[config.mk]
export PLATFORM = sky130hd
export DESIGN_NAME = trace_lane_serializer_flat
export DESIGN_NICKNAME = d
export VERILOG_FILES = /design/src/rtl/trace_lane_serializer_if.sv /design/src/rtl/trace_lane_serializer.sv /design/src/flat_wrapper.sv
export SDC_FILE = /design/constraint.sdc
export NUM_CORES = 2
export LEC_CHECK = 0
export ABC_AREA = 1
export CORE_MARGIN = 2
export CORE_UTILIZATION = 40
export CTS_CLUSTER_DIAMETER = 120
export DETAILED_ROUTE_END_ITERATION = 16
export MAX_ROUTING_LAYER = met4
export PLACE_DENSITY = 0.62
export RECOVER_POWER = 50
export SLEW_MARGIN = 20
export SYNTH_ARGS = -nofsm -noshare
export SYNTH_HDL_FRONTEND = slang
export SYNTH_SLANG_ARGS = --single-unit
[constraint.sdc]
create_clock -name clk -period 8.5 [get_ports clk]
set_input_delay 1.7 -clock clk [delete_from_list [all_inputs] [get_ports clk]]
set_output_delay 1.7 -clock clk [all_outputs]
set_load 0.05 [all_outputs]
[src/rtl/trace_lane_serializer_if.sv]
// trace_lane_serializer_if
// Bundles the multi-lane retire trace input, the record output handshake and
// the overflow/occupancy status of trace_lane_serializer. The master side
// drives trace packets and consumes records; the slave side is the serializer.
// Optional feature macro: RV_TRACE_DROP_CNT_EN adds the drop_cnt status field.

interface trace_lane_serializer_if #(
    parameter int LANES = 3,
    parameter int DEPTH = 8
);
    logic [LANES-1:0]         trace_valid;
    logic [LANES*32-1:0]      trace_insn;
    logic [LANES*32-1:0]      trace_addr;
    logic [LANES-1:0]         trace_exception;
    logic [LANES-1:0]         trace_interrupt;
    logic [4:0]               trace_ecause;
    logic [31:0]              trace_tval;

    logic                     out_valid;
    logic                     out_ready;
    logic [31:0]              out_insn;
    logic [31:0]              out_addr;
    logic                     out_exception;
    logic                     out_interrupt;
    logic [4:0]               out_ecause;
    logic [31:0]              out_tval;

    logic                     ovf;
    logic                     ovf_clr;
    logic [$clog2(DEPTH):0]   count;
`ifdef RV_TRACE_DROP_CNT_EN
    logic [15:0]              drop_cnt;
`endif

    modport master (
        output trace_valid, trace_insn, trace_addr, trace_exception,
               trace_interrupt, trace_ecause, trace_tval, out_ready, ovf_clr,
        input  out_valid, out_insn, out_addr, out_exception, out_interrupt,
               out_ecause, out_tval, ovf, count
`ifdef RV_TRACE_DROP_CNT_EN
        , input drop_cnt
`endif
    );

    modport slave (
        input  trace_valid, trace_insn, trace_addr, trace_exception,
               trace_interrupt, trace_ecause, trace_tval, out_ready, ovf_clr,
        output out_valid, out_insn, out_addr, out_exception, out_interrupt,
               out_ecause, out_tval, ovf, count
`ifdef RV_TRACE_DROP_CNT_EN
        , output drop_cnt
`endif
    );
endinterface

[src/rtl/trace_lane_serializer.sv]
// trace_lane_serializer
// Compacts the valid lanes of each retire packet, in program order, into a
// circular buffer and drains one instruction record per cycle over a
// valid/ready handshake. Retirement cannot be stalled, so a packet that does
// not fit in the free space seen at the start of the cycle is dropped whole
// and the sticky ovf flag is raised.
// Optional feature macro: RV_TRACE_DROP_CNT_EN adds a saturating 16-bit
// dropped-packet counter on bus.drop_cnt.

module trace_lane_serializer #(
    parameter int LANES = 3,
    parameter int DEPTH = 8
) (
    input  logic                   clk,
    input  logic                   rst_l,
    trace_lane_serializer_if.slave bus
);
    localparam int AW = $clog2(DEPTH);
    localparam int PW = AW + 1;

    typedef struct packed {
        logic [31:0] insn;
        logic [31:0] addr;
        logic        exception;
        logic        interrupt;
        logic [4:0]  ecause;
        logic [31:0] tval;
    } rec_t;

    rec_t          r_mem [DEPTH];
    logic [PW-1:0] r_wrPtr;
    logic [PW-1:0] r_rdPtr;
    logic          r_ovf;

    logic [PW-1:0] w_n;
    logic [AW-1:0] w_offset [LANES];
    rec_t          w_rec [LANES];
    logic [PW-1:0] w_count;
    logic [PW-1:0] w_free;
    logic          w_fit;
    logic          w_drop;
    logic          w_valid;
    logic          w_pop;
    rec_t          w_head;

    // Running popcount gives each valid lane its slot offset from wr_ptr.
    always_comb begin
        w_n = '0;
        for (int i = 0; i < LANES; i++) begin
            w_offset[i] = w_n[AW-1:0];
            w_n         = w_n + PW'(bus.trace_valid[i]);
        end
    end

    // Build one record per lane; cause and tval only travel with traps.
    always_comb begin
        for (int i = 0; i < LANES; i++) begin
            w_rec[i].insn      = bus.trace_insn[32*i +: 32];
            w_rec[i].addr      = bus.trace_addr[32*i +: 32];
            w_rec[i].exception = bus.trace_exception[i];
            w_rec[i].interrupt = bus.trace_interrupt[i];
            if (bus.trace_exception[i] || bus.trace_interrupt[i]) begin
                w_rec[i].ecause = bus.trace_ecause;
                w_rec[i].tval   = bus.trace_tval;
            end else begin
                w_rec[i].ecause = '0;
                w_rec[i].tval   = '0;
            end
        end
    end

    assign w_count = r_wrPtr - r_rdPtr;
    assign w_free  = PW'(DEPTH) - w_count;
    assign w_fit   = (w_n <= w_free);
    assign w_drop  = (w_n != '0) && !w_fit;
    assign w_valid = (w_count != '0);
    assign w_pop   = w_valid && bus.out_ready;

    // Storage is deliberately unreset; a whole packet is written or none of it.
    always_ff @(posedge clk) begin
        if (w_fit) begin
            for (int i = 0; i < LANES; i++) begin
                if (bus.trace_valid[i]) begin
                    r_mem[r_wrPtr[AW-1:0] + w_offset[i]] <= w_rec[i];
                end
            end
        end
    end

    // Pointers carry one extra wrap bit so full and empty are distinguishable.
    always_ff @(posedge clk or negedge rst_l) begin
        if (!rst_l) begin
            r_wrPtr <= '0;
            r_rdPtr <= '0;
        end else begin
            if (w_fit) begin
                r_wrPtr <= r_wrPtr + w_n;
            end
            if (w_pop) begin
                r_rdPtr <= r_rdPtr + PW'(1);
            end
        end
    end

    // Sticky overflow flag; a drop in the same cycle as a clear keeps it set.
    always_ff @(posedge clk or negedge rst_l) begin
        if (!rst_l) begin
            r_ovf <= 1'b0;
        end else if (w_drop) begin
            r_ovf <= 1'b1;
        end else if (bus.ovf_clr) begin
            r_ovf <= 1'b0;
        end
    end

`ifdef RV_TRACE_DROP_CNT_EN
    logic [15:0] r_dropCnt;

    // Saturating dropped-packet count; a clear restarts it at the current drop.
    always_ff @(posedge clk or negedge rst_l) begin
        if (!rst_l) begin
            r_dropCnt <= '0;
        end else if (bus.ovf_clr) begin
            r_dropCnt <= w_drop ? 16'd1 : 16'd0;
        end else if (w_drop && (r_dropCnt != 16'hFFFF)) begin
            r_dropCnt <= r_dropCnt + 16'd1;
        end
    end

    assign bus.drop_cnt = r_dropCnt;
`endif

    assign w_head = w_valid ? r_mem[r_rdPtr[AW-1:0]] : '0;

    assign bus.out_valid     = w_valid;
    assign bus.out_insn      = w_head.insn;
    assign bus.out_addr      = w_head.addr;
    assign bus.out_exception = w_head.exception;
    assign bus.out_interrupt = w_head.interrupt;
    assign bus.out_ecause    = w_head.ecause;
    assign bus.out_tval      = w_head.tval;
    assign bus.ovf           = r_ovf;
    assign bus.count         = w_count;
endmodule
[src/flat_wrapper.sv]
// flat-port wrapper written by rule: the top's interface ports become plain ports
module trace_lane_serializer_flat 
#(
    parameter int LANES = 3,
    parameter int DEPTH = 8
)
  (clk, rst_l, bus_trace_valid, bus_trace_insn, bus_trace_addr, bus_trace_exception, bus_trace_interrupt, bus_trace_ecause, bus_trace_tval, bus_out_ready, bus_ovf_clr, bus_out_valid, bus_out_insn, bus_out_addr, bus_out_exception, bus_out_interrupt, bus_out_ecause, bus_out_tval, bus_ovf, bus_count);
  trace_lane_serializer_if #(.LANES(LANES), .DEPTH(DEPTH)) bus_i ();
  input  logic clk;
  input  logic rst_l;
  input wire logic [$bits(bus_i.trace_valid)-1:0] bus_trace_valid;
  input wire logic [$bits(bus_i.trace_insn)-1:0] bus_trace_insn;
  input wire logic [$bits(bus_i.trace_addr)-1:0] bus_trace_addr;
  input wire logic [$bits(bus_i.trace_exception)-1:0] bus_trace_exception;
  input wire logic [$bits(bus_i.trace_interrupt)-1:0] bus_trace_interrupt;
  input wire logic [$bits(bus_i.trace_ecause)-1:0] bus_trace_ecause;
  input wire logic [$bits(bus_i.trace_tval)-1:0] bus_trace_tval;
  input wire logic [$bits(bus_i.out_ready)-1:0] bus_out_ready;
  input wire logic [$bits(bus_i.ovf_clr)-1:0] bus_ovf_clr;
  output wire logic [$bits(bus_i.out_valid)-1:0] bus_out_valid;
  output wire logic [$bits(bus_i.out_insn)-1:0] bus_out_insn;
  output wire logic [$bits(bus_i.out_addr)-1:0] bus_out_addr;
  output wire logic [$bits(bus_i.out_exception)-1:0] bus_out_exception;
  output wire logic [$bits(bus_i.out_interrupt)-1:0] bus_out_interrupt;
  output wire logic [$bits(bus_i.out_ecause)-1:0] bus_out_ecause;
  output wire logic [$bits(bus_i.out_tval)-1:0] bus_out_tval;
  output wire logic [$bits(bus_i.ovf)-1:0] bus_ovf;
  output wire logic [$bits(bus_i.count)-1:0] bus_count;
  assign bus_i.trace_valid = bus_trace_valid;
  assign bus_i.trace_insn = bus_trace_insn;
  assign bus_i.trace_addr = bus_trace_addr;
  assign bus_i.trace_exception = bus_trace_exception;
  assign bus_i.trace_interrupt = bus_trace_interrupt;
  assign bus_i.trace_ecause = bus_trace_ecause;
  assign bus_i.trace_tval = bus_trace_tval;
  assign bus_i.out_ready = bus_out_ready;
  assign bus_i.ovf_clr = bus_ovf_clr;
  assign bus_out_valid = bus_i.out_valid;
  assign bus_out_insn = bus_i.out_insn;
  assign bus_out_addr = bus_i.out_addr;
  assign bus_out_exception = bus_i.out_exception;
  assign bus_out_interrupt = bus_i.out_interrupt;
  assign bus_out_ecause = bus_i.out_ecause;
  assign bus_out_tval = bus_i.out_tval;
  assign bus_ovf = bus_i.ovf;
  assign bus_count = bus_i.count;
  trace_lane_serializer #(.LANES(LANES), .DEPTH(DEPTH)) u_core (.clk(clk), .rst_l(rst_l), .bus(bus_i));
endmodule
* Word-level counts from Yosys, hierarchy flattened
Memories as Yosys holds them, arrays and structs flattened.
Index checks and enable logic that the tools add are counted.
** Storage, ports and cells
- Flip-flop bits (word level) :: 9
- RAM bits :: 824
- Input port bits :: 242
- Output and inout port bits :: 109
- Logic and storage cells :: 37
- Memories :: 1
** Operators by class
- Add/subtract/negate cells :: 8
- Magnitude comparators :: 1
- Multiplexer cells :: 15
- Reduce and logical (&&, ||, !) cells :: 9
** Memories
- u_core.r_mem :: depth 8, width 103, read ports 1, clocked after Yosys merged registers in 0, wr ports 3, line trace_lane_serializer.sv:30 : rec_t r_mem [DEPTH];
** Operators by type and width (number)
- 37-bit two-way mux :: 3
- 103-bit two-way mux :: 1
- 1-bit two-way mux :: 11
- 4-bit nonzero test :: 2
- 4-bit by 1-bit adder with 4-bit output :: 1
- 4-bit by 1-bit adder with 4-bit output, second input constant :: 1
- 4-bit adder :: 1
- 4-bit <= comparator :: 1
- 4-bit subtractor :: 1
- 4-bit subtractor, first input constant :: 1
- 3-bit by 1-bit adder with 3-bit output :: 1
- 3-bit adder :: 1
- 1-bit logical OR :: 3
- 1-bit by 1-bit adder with 2-bit output :: 1
- 1-bit logical AND :: 2
- 2-bit nonzero test :: 1
- 1-bit zero test :: 1

* Logic depth before layout (Yosys ltp)
- Depth after elaboration :: 6
- Mapped depth :: 21
- Gate-level depth less buffers :: 17

* Worst setup path before layout
No wires, ideal clock.
- Path kind :: input -> register
- Start :: input bus_trace_valid[1]
- End :: memory u_core.r_mem[5][0] (netlist bit), enable pin
- Setup time :: 1207 ps
- Arrival :: 6647 ps
- Slack :: 646 ps
- Stages on the path :: 14
- Path through :: buf_2 -> clkbuf_1 -> buf_1 -> inv_1 -> fa_1 -> inv_1 -> ha_1 -> and3_1 -> nor2_1 -> nand3_2 -> buf_6 -> nand3_1 -> buf_1 -> nand3_1
** RTL lines
- start: declaration :: line flat_wrapper.sv:11 : input wire logic [$bits(bus_i.trace_valid)-1:0] bus_trace_valid;
- end: declaration :: line trace_lane_serializer.sv:30

==> results.md <==
* TritonCTS clock tree: yes
* Reg-to-reg critical path endpoint: u_core.r_mem[3][13]$_DFFE_PP_
* Portion of the post-synthesis area used by sequential elements at 0.439
* Total standard cell area after synthesis at 56,900 µm²
* Antenna violations before repair at 11
* Cell types occupying the most area after synthesis: edfxtp_1 43%, nand2_1 15%, nand3_1 15%
* Total Routed Length at around 270,000 µm
* Iter 0 DRT Violations at between 10,000 and 15,000
* Crit path time final at 7.82 ns
* Final max-slew violation count at ~820
* DP HPWL at approximately 130,000 µm
* Type of origin of the critical path: primary input
* Top cell type's share of synthesized area at 0.435
* Overall die area at 145,000 µm²
* Vias post-DR at 63,095
* Number of detailed-route iterations in the first pass at 8
* Post-synthesis register bit count at between 800 and 900
* Post-synthesis net count at 7,789
* CP Data Required Time at 8.87 ns
* Final clock period utilization by the worst path at 0.920
* Remaining antenna violation count after routing at 0
* Post-detailed-route via-to-cell ratio at 6.85
* Final setup violation count at 0
* Maximum fanout encountered on the critical timing path at roughly 120
* Final core utilization at 0.451
* Clock net sink count at 833
* Multi-input gate area at 27,700 µm²
* Min-Delay Path Class: reg2reg
* Share of layout cells above drive strength 1 at 0.0417
* Row cnt at 138
* Hold Violations, Final at 0
* Number of enable-type register cells in the synthesized netlist at ~820
* Resized Gates After CTS at 0
* Relative slew margins at -1.62
* Wire length of the first global-routing pass at between 300,000 and 400,000 µm
* Width of the die at 381 µm
* Overall track demand over capacity in global routing at 0.366
* Reg2reg path depth at 14
* Most used standard cells in the synthesized netlist: 2,283 x nand2_1, 1,667 x nand3_1, 824 x edfxtp_1, 824 x nand4_1, 459 x clkbuf_1
* Worst-case clock buffer depth at 3
* DRC violations left at 0
* Clock H-tree levels at 3
* Setup crit start: bus_trace_valid[1]
* Post-synthesis average cell area at 7.56 µm²
* Weighted congestion reported at the end of routability-driven placement at 0.872
* Run status: complete, but fails checks
* Buffer type at the clock tree root: clkbuf_16
* Worst Setup Path Type: in2reg
* RSZ-0062 raised after global routing: false
* Number of buffers inserted during clock tree synthesis at 98
* Count of maximum capacitance violations at 18
* Count of pins on the block boundary at around 350
* Vias in the first global route at 59,563
* Number of instances in the synthesized netlist at around 7,500
* Quantity of hold-fixing buffers added after cts at 0
* Violations in the final reports: capacitance limit, slew limit
* Pin count of the biggest net entering global routing at 212
* Count of unique library cells instantiated by Yosys at 33
* Input/output buffers at between 300 and 400
* Final-layout fill cell count at 13,700
* Worst Max-Slew Pin Slew at 3.93 ns
* Floorplan core area at between 100,000 and 150,000 µm²
* Most common cell in the synthesized netlist: nand2_1
* Crit path DAT at 8.19 ns
* WL per Instance at 29.3 µm
* Source of the worst register-to-register timing path: u_core.r_rdPtr[1]$_DFFE_PN0P_
* Maximum operating frequency at 128 MHz
* Post-CTS repair timing setup buffer count at 0
* Main synth FF type: edfxtp_1
* Clock latency at the later pin of the worst-skew pair at 0.72 ns
* Final setup TNS at 0 ns
* GRT Residual Overflow at 0
* Initial core utilization at 0.402
* Height of the die at 381 µm
* Area overhead of the layout relative to synthesis at 12.0%
* Area leader, netlist: edfxtp_1
* Capturing element type of the critical path: flop
* Post-synth ARST share at 0.0108
* Worst-path clk slew at 0.06 ns
* Setup slack of the worst register-to-register path at around 0.99 ns
* Reg area at 25,000 µm²
* Post-layout nets at 7,494
* Clock tree skew after final layout at 0.0130 ns
* End point of the critical path: u_core.r_mem[3][13]$_DFFE_PP_
* Synth Warn # at 0
critical path, cell delays in order:
cell     delay [ns]
buf_8          0.52
ha_1           0.41
ha_1           0.19
ha_1           0.24
ha_1           0.30
a21oi_1        0.17
nor2_1         0.09
nand3_4        0.55
nand3_1        1.76
nand3_4        1.49
buf_4          0.51
flip-flops by register name, indices dropped and copies added, names as in the netlist:
register        cells
u_core.r_mem      824
u_core.r_rdPtr      4
u_core.r_wrPtr      4
u_core.bus.ovf      1
layer usage:
layer	part of all wire	vias to the layer above	track usage	routed length (µm)
li1	-	26323	-	-
met1	0.37	29704	0.482	99800
met2	0.42	5858	0.515	113000
met3	0.16	1210	0.102	42700
met4	0.054	0	0.182	14600
met5	0	-	-	0
area by class of cell:
class                      instances  share of cell area
clock buffer                     136              0.0429
timing repair buffer             482              0.0753
antenna                           12            0.000471
tap                             1890              0.0371
sequential                       833               0.392
inverter                         204              0.0125
multi-input combinational       5612               0.434
clock inverter                    40             0.00548
through the flow:
| step | setup slack (ns) | instances | area [µm²] | hold WS, ns |
|---|---|---|---|---|
| 5_1_grt | 0.608 | 9208 | 63700 | 0.605 |
| 4_1_cts | 1.31 | 9196 | 63800 | 0.566 |
| 3_5_place_dp | 1.47 | 9020 | 60800 | 0.557 |
| 2_1_floorplan | 0.646 | 7526 | 56900 | 0.531 |
| 6_report | 0.677 | 9209 | 63700 | 0.562 |
| 3_3_place_gp | 1.56 | 9019 | 60700 | 0.545 |
kinds of logic (layout without fill, tap and decap cells):
logic type | after synthesis | in the layout | synth area share
compound gates | 627 | 627 | 0.0733
fa+ha+maj | 21 | 21 | 0.00515
buf+inv | 1081 | 862 | 0.0795
simple gates | 4956 | 4956 | 0.402
xor+xnor | 8 | 8 | 0.00150
flops | 833 | 833 | 0.439
other cells | 0 | 12 | 0
layout by cell type, fill, tap and decap left out, drive strengths merged:
master and count:
nand2 2284, nand3 1679, nand4 824, edfxtp 824, clkdlybuf4s50 342, a21oi 312, inv 200, nor2 165
clkbuf 152, buf 117, a32o 103, a22oi 103, a211oi 103, clkinv 37, ha 17, diode 12
dfrtp 9, bufinv 7, dlygate4sd3 7, xor2 6, o21ai 5, fa 4, xnor2 2, or2 1
nand3b 1, and3 1, nor3 1, o22ai 1
worst min path at each step:
stage	endpoint	slack, ns	cells after the start	from
2_1_floorplan	u_core.r_wrPtr[3]$_DFFE_PN0P_	0.53	2	u_core.r_wrPtr[3]$_DFFE_PN0P_
3_3_place_gp	u_core.r_wrPtr[3]$_DFFE_PN0P_	0.55	2	u_core.r_wrPtr[3]$_DFFE_PN0P_
3_5_place_dp	u_core.r_wrPtr[3]$_DFFE_PN0P_	0.56	2	u_core.r_wrPtr[3]$_DFFE_PN0P_
4_1_cts	u_core.r_wrPtr[3]$_DFFE_PN0P_	0.57	2	u_core.r_wrPtr[3]$_DFFE_PN0P_
5_1_grt	u_core.bus.ovf$_DFFE_PN0P_	0.60	2	u_core.bus.ovf$_DFFE_PN0P_
6_report	u_core.r_wrPtr[3]$_DFFE_PN0P_	0.56	2	u_core.r_wrPtr[3]$_DFFE_PN0P_
Power is left out: the tool's default activity adds up to more than one toggle a clock period on the data nets, which glitch-free logic cannot reach.
